[src/rtl/uart_transmitter_if.sv]
// uart_transmitter_if
// Byte handshake between the CPU-side UART register and the transmitter.
//   tx_send  : byte-valid strobe, one cycle per byte (CPU -> transmitter)
//   tx_data  : byte to send, taken when tx_send && tx_ready
//   tx_ready : FIFO has room (transmitter -> CPU)
//   tx_idle  : FIFO empty and no frame on the line (transmitter -> CPU)
`timescale 1ns/1ps
interface uart_transmitter_if;
    logic       tx_send;
    logic [7:0] tx_data;
    logic       tx_ready;
    logic       tx_idle;

    modport master (output tx_send, output tx_data, input tx_ready, input tx_idle);
    modport slave  (input tx_send, input tx_data, output tx_ready, output tx_idle);
endinterface

[src/rtl/uart_transmitter.sv]
// uart_transmitter
// Buffers bytes from the CPU in a small FIFO and shifts them out as 8N1
// frames (start, 8 data LSB first, stop) at a fixed baud rate.
//
// state  | meaning
// -------+--------------------------------------------------------------
// IDLE   | line high, waiting for the FIFO to hold a byte
// START  | start bit (line low) for one bit time
// DATA   | eight data bits, LSB first, one bit time each
// STOP   | stop bit (line high); chains straight into the next START
//
// Ports:
//   clk     : system clock, rising edge
//   resetn  : asynchronous active-low reset
//   bus     : byte handshake (tx_send/tx_data in, tx_ready/tx_idle out)
//   uart_tx : serial line, idle high, driven from a flop
`timescale 1ns/1ps
module uart_transmitter #(
    parameter int CLK_MHZ    = 1,
    parameter int BAUD       = 125000,
    parameter int FIFO_DEPTH = 4
) (
    input  logic              clk,
    input  logic              resetn,
    uart_transmitter_if.slave bus,
    output logic              uart_tx
);

    localparam int CLKS_PER_BIT = (CLK_MHZ * 1000000) / BAUD;
    localparam int BW           = (CLKS_PER_BIT > 1) ? $clog2(CLKS_PER_BIT) : 1;
    localparam int AW           = (FIFO_DEPTH > 1) ? $clog2(FIFO_DEPTH) : 1;
    localparam int PTR_W        = AW + 1;
    localparam logic [BW-1:0] BAUD_RELOAD = BW'(CLKS_PER_BIT - 1);

    if (CLKS_PER_BIT < 2) begin : g_bad_baud
        $error("uart_transmitter: CLKS_PER_BIT must be at least 2");
    end
    if ((FIFO_DEPTH < 2) || ((FIFO_DEPTH & (FIFO_DEPTH - 1)) != 0)) begin : g_bad_depth
        $error("uart_transmitter: FIFO_DEPTH must be a power of two >= 2");
    end

    typedef enum logic [1:0] {
        S_IDLE  = 2'd0,
        S_START = 2'd1,
        S_DATA  = 2'd2,
        S_STOP  = 2'd3
    } state_t;

    logic [7:0]       fifo_mem [FIFO_DEPTH];
    logic [PTR_W-1:0] wr_ptr;
    logic [PTR_W-1:0] rd_ptr;
    logic             fifo_full;
    logic             fifo_empty;
    logic             push;
    logic             pop;
    logic [7:0]       fifo_head;

    state_t           state;
    state_t           state_nxt;
    logic [BW-1:0]    baud_cnt;
    logic [BW-1:0]    baud_nxt;
    logic [2:0]       bit_idx;
    logic [2:0]       bit_nxt;
    logic [7:0]       shift_reg;
    logic [7:0]       shift_nxt;
    logic             line_nxt;

    // Extra pointer MSB distinguishes full from empty when the low bits match.
    assign fifo_empty = (wr_ptr == rd_ptr);
    assign fifo_full  = (wr_ptr[PTR_W-1] != rd_ptr[PTR_W-1]) &&
                        (wr_ptr[AW-1:0] == rd_ptr[AW-1:0]);
    // A pop in the same cycle does not make room for a push into a full FIFO.
    assign push       = bus.tx_send && !fifo_full;
    assign fifo_head  = fifo_mem[rd_ptr[AW-1:0]];

    assign bus.tx_ready = !fifo_full;
    assign bus.tx_idle  = (state == S_IDLE) && fifo_empty;

    always_ff @(posedge clk) begin
        if (push) begin
            fifo_mem[wr_ptr[AW-1:0]] <= bus.tx_data;
        end
    end

    always_ff @(posedge clk or negedge resetn) begin
        if (!resetn) begin
            wr_ptr <= '0;
            rd_ptr <= '0;
        end else begin
            if (push) begin
                wr_ptr <= wr_ptr + 1'b1;
            end
            if (pop) begin
                rd_ptr <= rd_ptr + 1'b1;
            end
        end
    end

    always_ff @(posedge clk or negedge resetn) begin
        if (!resetn) begin
            state     <= S_IDLE;
            baud_cnt  <= '0;
            bit_idx   <= '0;
            shift_reg <= '0;
            uart_tx   <= 1'b1;
        end else begin
            state     <= state_nxt;
            baud_cnt  <= baud_nxt;
            bit_idx   <= bit_nxt;
            shift_reg <= shift_nxt;
            uart_tx   <= line_nxt;
        end
    end

    always_comb begin
        state_nxt = state;
        baud_nxt  = baud_cnt;
        bit_nxt   = bit_idx;
        shift_nxt = shift_reg;
        pop       = 1'b0;
        line_nxt  = 1'b1;

        case (state)
            S_IDLE: begin
                if (!fifo_empty) begin
                    pop       = 1'b1;
                    shift_nxt = fifo_head;
                    baud_nxt  = BAUD_RELOAD;
                    state_nxt = S_START;
                end
            end
            S_START: begin
                if (baud_cnt == '0) begin
                    baud_nxt  = BAUD_RELOAD;
                    bit_nxt   = 3'd0;
                    state_nxt = S_DATA;
                end else begin
                    baud_nxt = baud_cnt - 1'b1;
                end
            end
            S_DATA: begin
                if (baud_cnt == '0) begin
                    baud_nxt  = BAUD_RELOAD;
                    shift_nxt = {1'b0, shift_reg[7:1]};
                    if (bit_idx == 3'd7) begin
                        state_nxt = S_STOP;
                    end else begin
                        bit_nxt = bit_idx + 3'd1;
                    end
                end else begin
                    baud_nxt = baud_cnt - 1'b1;
                end
            end
            S_STOP: begin
                if (baud_cnt == '0) begin
                    // Chaining into the next start bit here gives zero idle gap.
                    if (!fifo_empty) begin
                        pop       = 1'b1;
                        shift_nxt = fifo_head;
                        baud_nxt  = BAUD_RELOAD;
                        state_nxt = S_START;
                    end else begin
                        state_nxt = S_IDLE;
                    end
                end else begin
                    baud_nxt = baud_cnt - 1'b1;
                end
            end
            default: begin
                state_nxt = S_IDLE;
            end
        endcase

        // The line flop is loaded with the level of the state being entered,
        // so each bit appears on the pin in the same cycle its state begins.
        case (state_nxt)
            S_START: line_nxt = 1'b0;
            S_DATA:  line_nxt = shift_nxt[0];
            default: line_nxt = 1'b1;
        endcase
    end

endmodule

[src/flat_wrapper.sv]
// flat-port wrapper written by rule: the top's interface ports become plain ports
module uart_transmitter_flat 
#(
    parameter int CLK_MHZ    = 1,
    parameter int BAUD       = 125000,
    parameter int FIFO_DEPTH = 4
)
  (clk, resetn, uart_tx, bus_tx_send, bus_tx_data, bus_tx_ready, bus_tx_idle);
  uart_transmitter_if bus_i ();
  input  logic clk;
  input  logic resetn;
  output logic uart_tx;
  input wire logic [$bits(bus_i.tx_send)-1:0] bus_tx_send;
  input wire logic [$bits(bus_i.tx_data)-1:0] bus_tx_data;
  output wire logic [$bits(bus_i.tx_ready)-1:0] bus_tx_ready;
  output wire logic [$bits(bus_i.tx_idle)-1:0] bus_tx_idle;
  assign bus_i.tx_send = bus_tx_send;
  assign bus_i.tx_data = bus_tx_data;
  assign bus_tx_ready = bus_i.tx_ready;
  assign bus_tx_idle = bus_i.tx_idle;
  uart_transmitter #(.CLK_MHZ(CLK_MHZ), .BAUD(BAUD), .FIFO_DEPTH(FIFO_DEPTH)) u_core (.clk(clk), .resetn(resetn), .bus(bus_i), .uart_tx(uart_tx));
endmodule
[config.mk]
export PLATFORM = sky130hd
export DESIGN_NAME = uart_transmitter_flat
export DESIGN_NICKNAME = d
export VERILOG_FILES = /design/src/rtl/uart_transmitter_if.sv /design/src/rtl/uart_transmitter.sv /design/src/flat_wrapper.sv
export SDC_FILE = /design/constraint.sdc
export NUM_CORES = 1
export LEC_CHECK = 0
export ABC_AREA = 1
export CORE_MARGIN = 10
export CORE_UTILIZATION = 40
export CTS_CLUSTER_SIZE = 14
export DETAILED_ROUTE_END_ITERATION = 6
export PLACE_DENSITY_LB_ADDON = 0.08
export SKIP_LAST_GASP = 1
export SYNTH_ARGS = -nofsm -noshare
export SYNTH_HDL_FRONTEND = slang
export SYNTH_SLANG_ARGS = --single-unit
[constraint.sdc]
create_clock -name clk -period 2.23 [get_ports clk]
set_input_delay 0.223 -clock clk [delete_from_list [all_inputs] [get_ports clk]]
set_output_delay 0.223 -clock clk [all_outputs]
set_load 0.1 [all_outputs]
==> key figures <==
Detailed routing
  – Routed Antenna Nets: 0
  – Drt wl/cell: 14.7 microns
  – DR pass1 iterations: 4
  – 1st-iter DRT viols: 72
  – Total wire length: 6200 microns
  – Drc violations: 0
  – Vias after detailed routing: ~2,000
  – Drt via density: roughly 4.7

Synth
  – Commonest cells post-synth: nand2_1 (96), edfxtp_1 (32), inv_1 (29)
  – Count leader, synth: nand2_1
  – Largest area contributor in the netlist: edfxtp_1
  – Top FF cell, synth: edfxtp_1
  – Synth top area share: 0.339
  – Syn. warnings: 0
  – Number of synthesized flops with an enable pin: 32
  – Post-synthesis sequential area ratio: 0.543
  – Mapped Area: 0.00283 sq mm
  – Number of distinct library cells after synthesis: 30
  – Post-synthesis sequential element count: 55
  – Top post-synthesis cells by area: edfxtp_1 (34%), dfrtp_1 (19%), nand2_1 (13%)
  – Syn Nets: 328
  – FFs w/ async S/R, synth: 0.418
  – Post-synthesis average cell area: 9.32 sq um
  – Synth Instances: 304

Clock tree
  – Hold Buf Count CTS: 0
  – CTS resizes: 0
  – Post-CTS Setup Inserts: 0
  – Root Driver: clkbuf_8
  – CTS clk-pin slew, worst paths: 0.10 ns
  – Worst skew pair latency: 0.31 ns
  – Inserted Clock Buffers: 5
  – CTS tree: done
  – Clock H-tree levels: 2
  – Clk buf depth: 2
  – Num Clock Sinks: between 50 and 60

STA
  – Final slew viol count: 0
  – Max-slew headroom: 0.546
  – Tmin final: 2.05 ns
  – Final setup margin: 0.181 ns
  – Final Hold Viols: 0
  – Final setup violation count: 0
  – Final period util: 0.919
  – Sum Neg Setup Slack: 0 ns
  – F_max: 488 MHz
  – Unrepaired setup endpoints after global routing: false
  – Worst Skew: 0.00926 ns
  – Slew @ Worst Pin: 0.678 ns
  – Hold Slack: 0.265 ns

Die
  – Site Rows: 30
  – Starting density of the core: 0.415
  – Die ar.: around 0.011 sq mm
  – Die Span Y: 104 microns
  – Die X: around 100 microns
  – IO Pins: 14
  – Core Area: 0.00683 sq mm

Finish
  – Final nets: 348
  – Layout area overhead: 13.2%
  – Max reg flops: 32
  – Layout cell share with drive strength beyond 1: 0.123
  – Inserted Diodes: 0
  – Post-route cell area: roughly 0.0032 sq mm

Status
  – Status: finished, final reports clean

Setup path
  – R2r startpoint: u_core.wr_ptr[0]
  – Crit path from: u_core.state[0]
  – Crit path DAT: roughly 1.8 ns
  – Worst-path fanout max: 7
  – CP Capture Point: bus_tx_idle
  – Setup crit end kind: primary output
  – R2r worst-path depth: 7
  – Worst reg2reg setup slack: 0.29 ns
  – RR Endpoint: u_core.fifo_mem[0][0]
  – Critical path required time: 2.01 ns
  – CP Launch Type: register
  – Crit path kind: reg -> out

Power and ir drop
  – Leakage power: 1.41 nW
  – Worst vdd ir: between 400 and 500 uV
  – Pwr Density: 784 mW/mm^2

Place
  – Worst slack, placed: 0.219 ns
  – PortBufs: 13
  – Area post-placement: 0.00308 sq mm
  – RePlAce Congestion: 0.833
  – HPWL after DPL: 4530 microns

GRT
  – Initial antenna violation count: 0
  – Largest net degree at the start of global routing: 24
  – Number of global-route vias before repair: 2,062
  – Total GRT Usage: 0.119
  – First-pass GRT wire length: 10,400 microns
  – Global route total overflow: 0

Job
  – Max_cap viols: 0

Hold path
  – Hold Crit Class: in -> async
==> metrics by stage <==
stage | total power, W | util | cells
5_1_grt | 0.00266 | 0.469 | 421
4_1_cts | 0.00252 | 0.468 | 420
3_3_place_gp | 0.00186 | 0.451 | 412
3_5_place_dp | 0.00185 | 0.451 | 412
2_1_floorplan | 0.00168 | - | 304
6_report | 0.00251 | 0.469 | 421
==> final cells by class <==
cell class / instances / area (sq um)
well taps: 96 / 120
inverters: 33 / 124
clock buffers: 5 / 68.8
multi-input cells: 211 / 1130
flip-flops and latches: 55 / 1540
repair buffers: 18 / 185
fillers: 672 / 3620
clock inverters: 3 / 42.5
==> report_power, final <==
| group | leakage (nW) | switching, W | internal, W |
|---|---|---|---|
| clock | 0.0562 | 0.000336 | 0.000335 |
| sequential | 0.559 | 0.0000565 | 0.00124 |
| combinational | 0.798 | 0.000385 | 0.000166 |
==> how the worst min path moves through the flow <==
| stage | endpoint |
|---|---|
| 4_1_cts | u_core.baud_cnt[2] |
| 2_1_floorplan | u_core.baud_cnt[0] |
| 5_1_grt | u_core.bit_idx[2] |
| 3_5_place_dp | u_core.shift_reg[2] |
| 3_3_place_gp | u_core.shift_reg[2] |
| 6_report | u_core.baud_cnt[2] |
==> metal layers <==
layer / global-route usage / wire length [microns] / up-vias
met5: 0 / 0 / -
met4: 0.0328 / 67 / 0
met3: 0.0242 / 119 / 7
met2: 0.209 / 3090 / 16
met1: 0.142 / 2920 / 932
li1: - / - / 1037
==> kinds of logic after synthesis <==
family | share of synthesized area
buffers and inverters | 0.0627
adder cells (fa/ha/maj) | 0.0574
XOR/XNOR | 0.0124
flip-flops | 0.543
AO/OA/AOI/OAI | 0.0905
AND/OR/NAND/NOR | 0.234
==> worst max-delay path: stages (launching register included) <==
cell	delay, ns
dfrtp_1	0.44
inv_1	0.15
ha_1	0.31
inv_1	0.22
nor2_4	0.19
buf_12	0.19
==> placed cells by master (no fill, tap or decap) <==
master and n:
ha_1 13, o21ai_4 1, nand2_1 96, inv_6 1, clkdlybuf4s50_1 10, o211ai_1 6, nand4_1 2, dfstp_2 1
dfrtp_2 1, o21ai_0 12, nor2_1 19, o31ai_2 1, inv_2 3, inv_1 29, bufinv_16 1, o21ai_2 2
clkinv_1 2, o21ai_1 7, nand3_2 2, a32o_1 2, nand3_1 19, nand3_4 1, nand2_4 1, dfrtp_1 21
edfxtp_1 32, nor2_4 1, clkbuf_8 5, a21oi_1 10, buf_4 6, nor3_1 1, buf_12 2, nand2_2 6
xor2_1 4, nor2_2 5
Power figures use the tool's default switching activity.
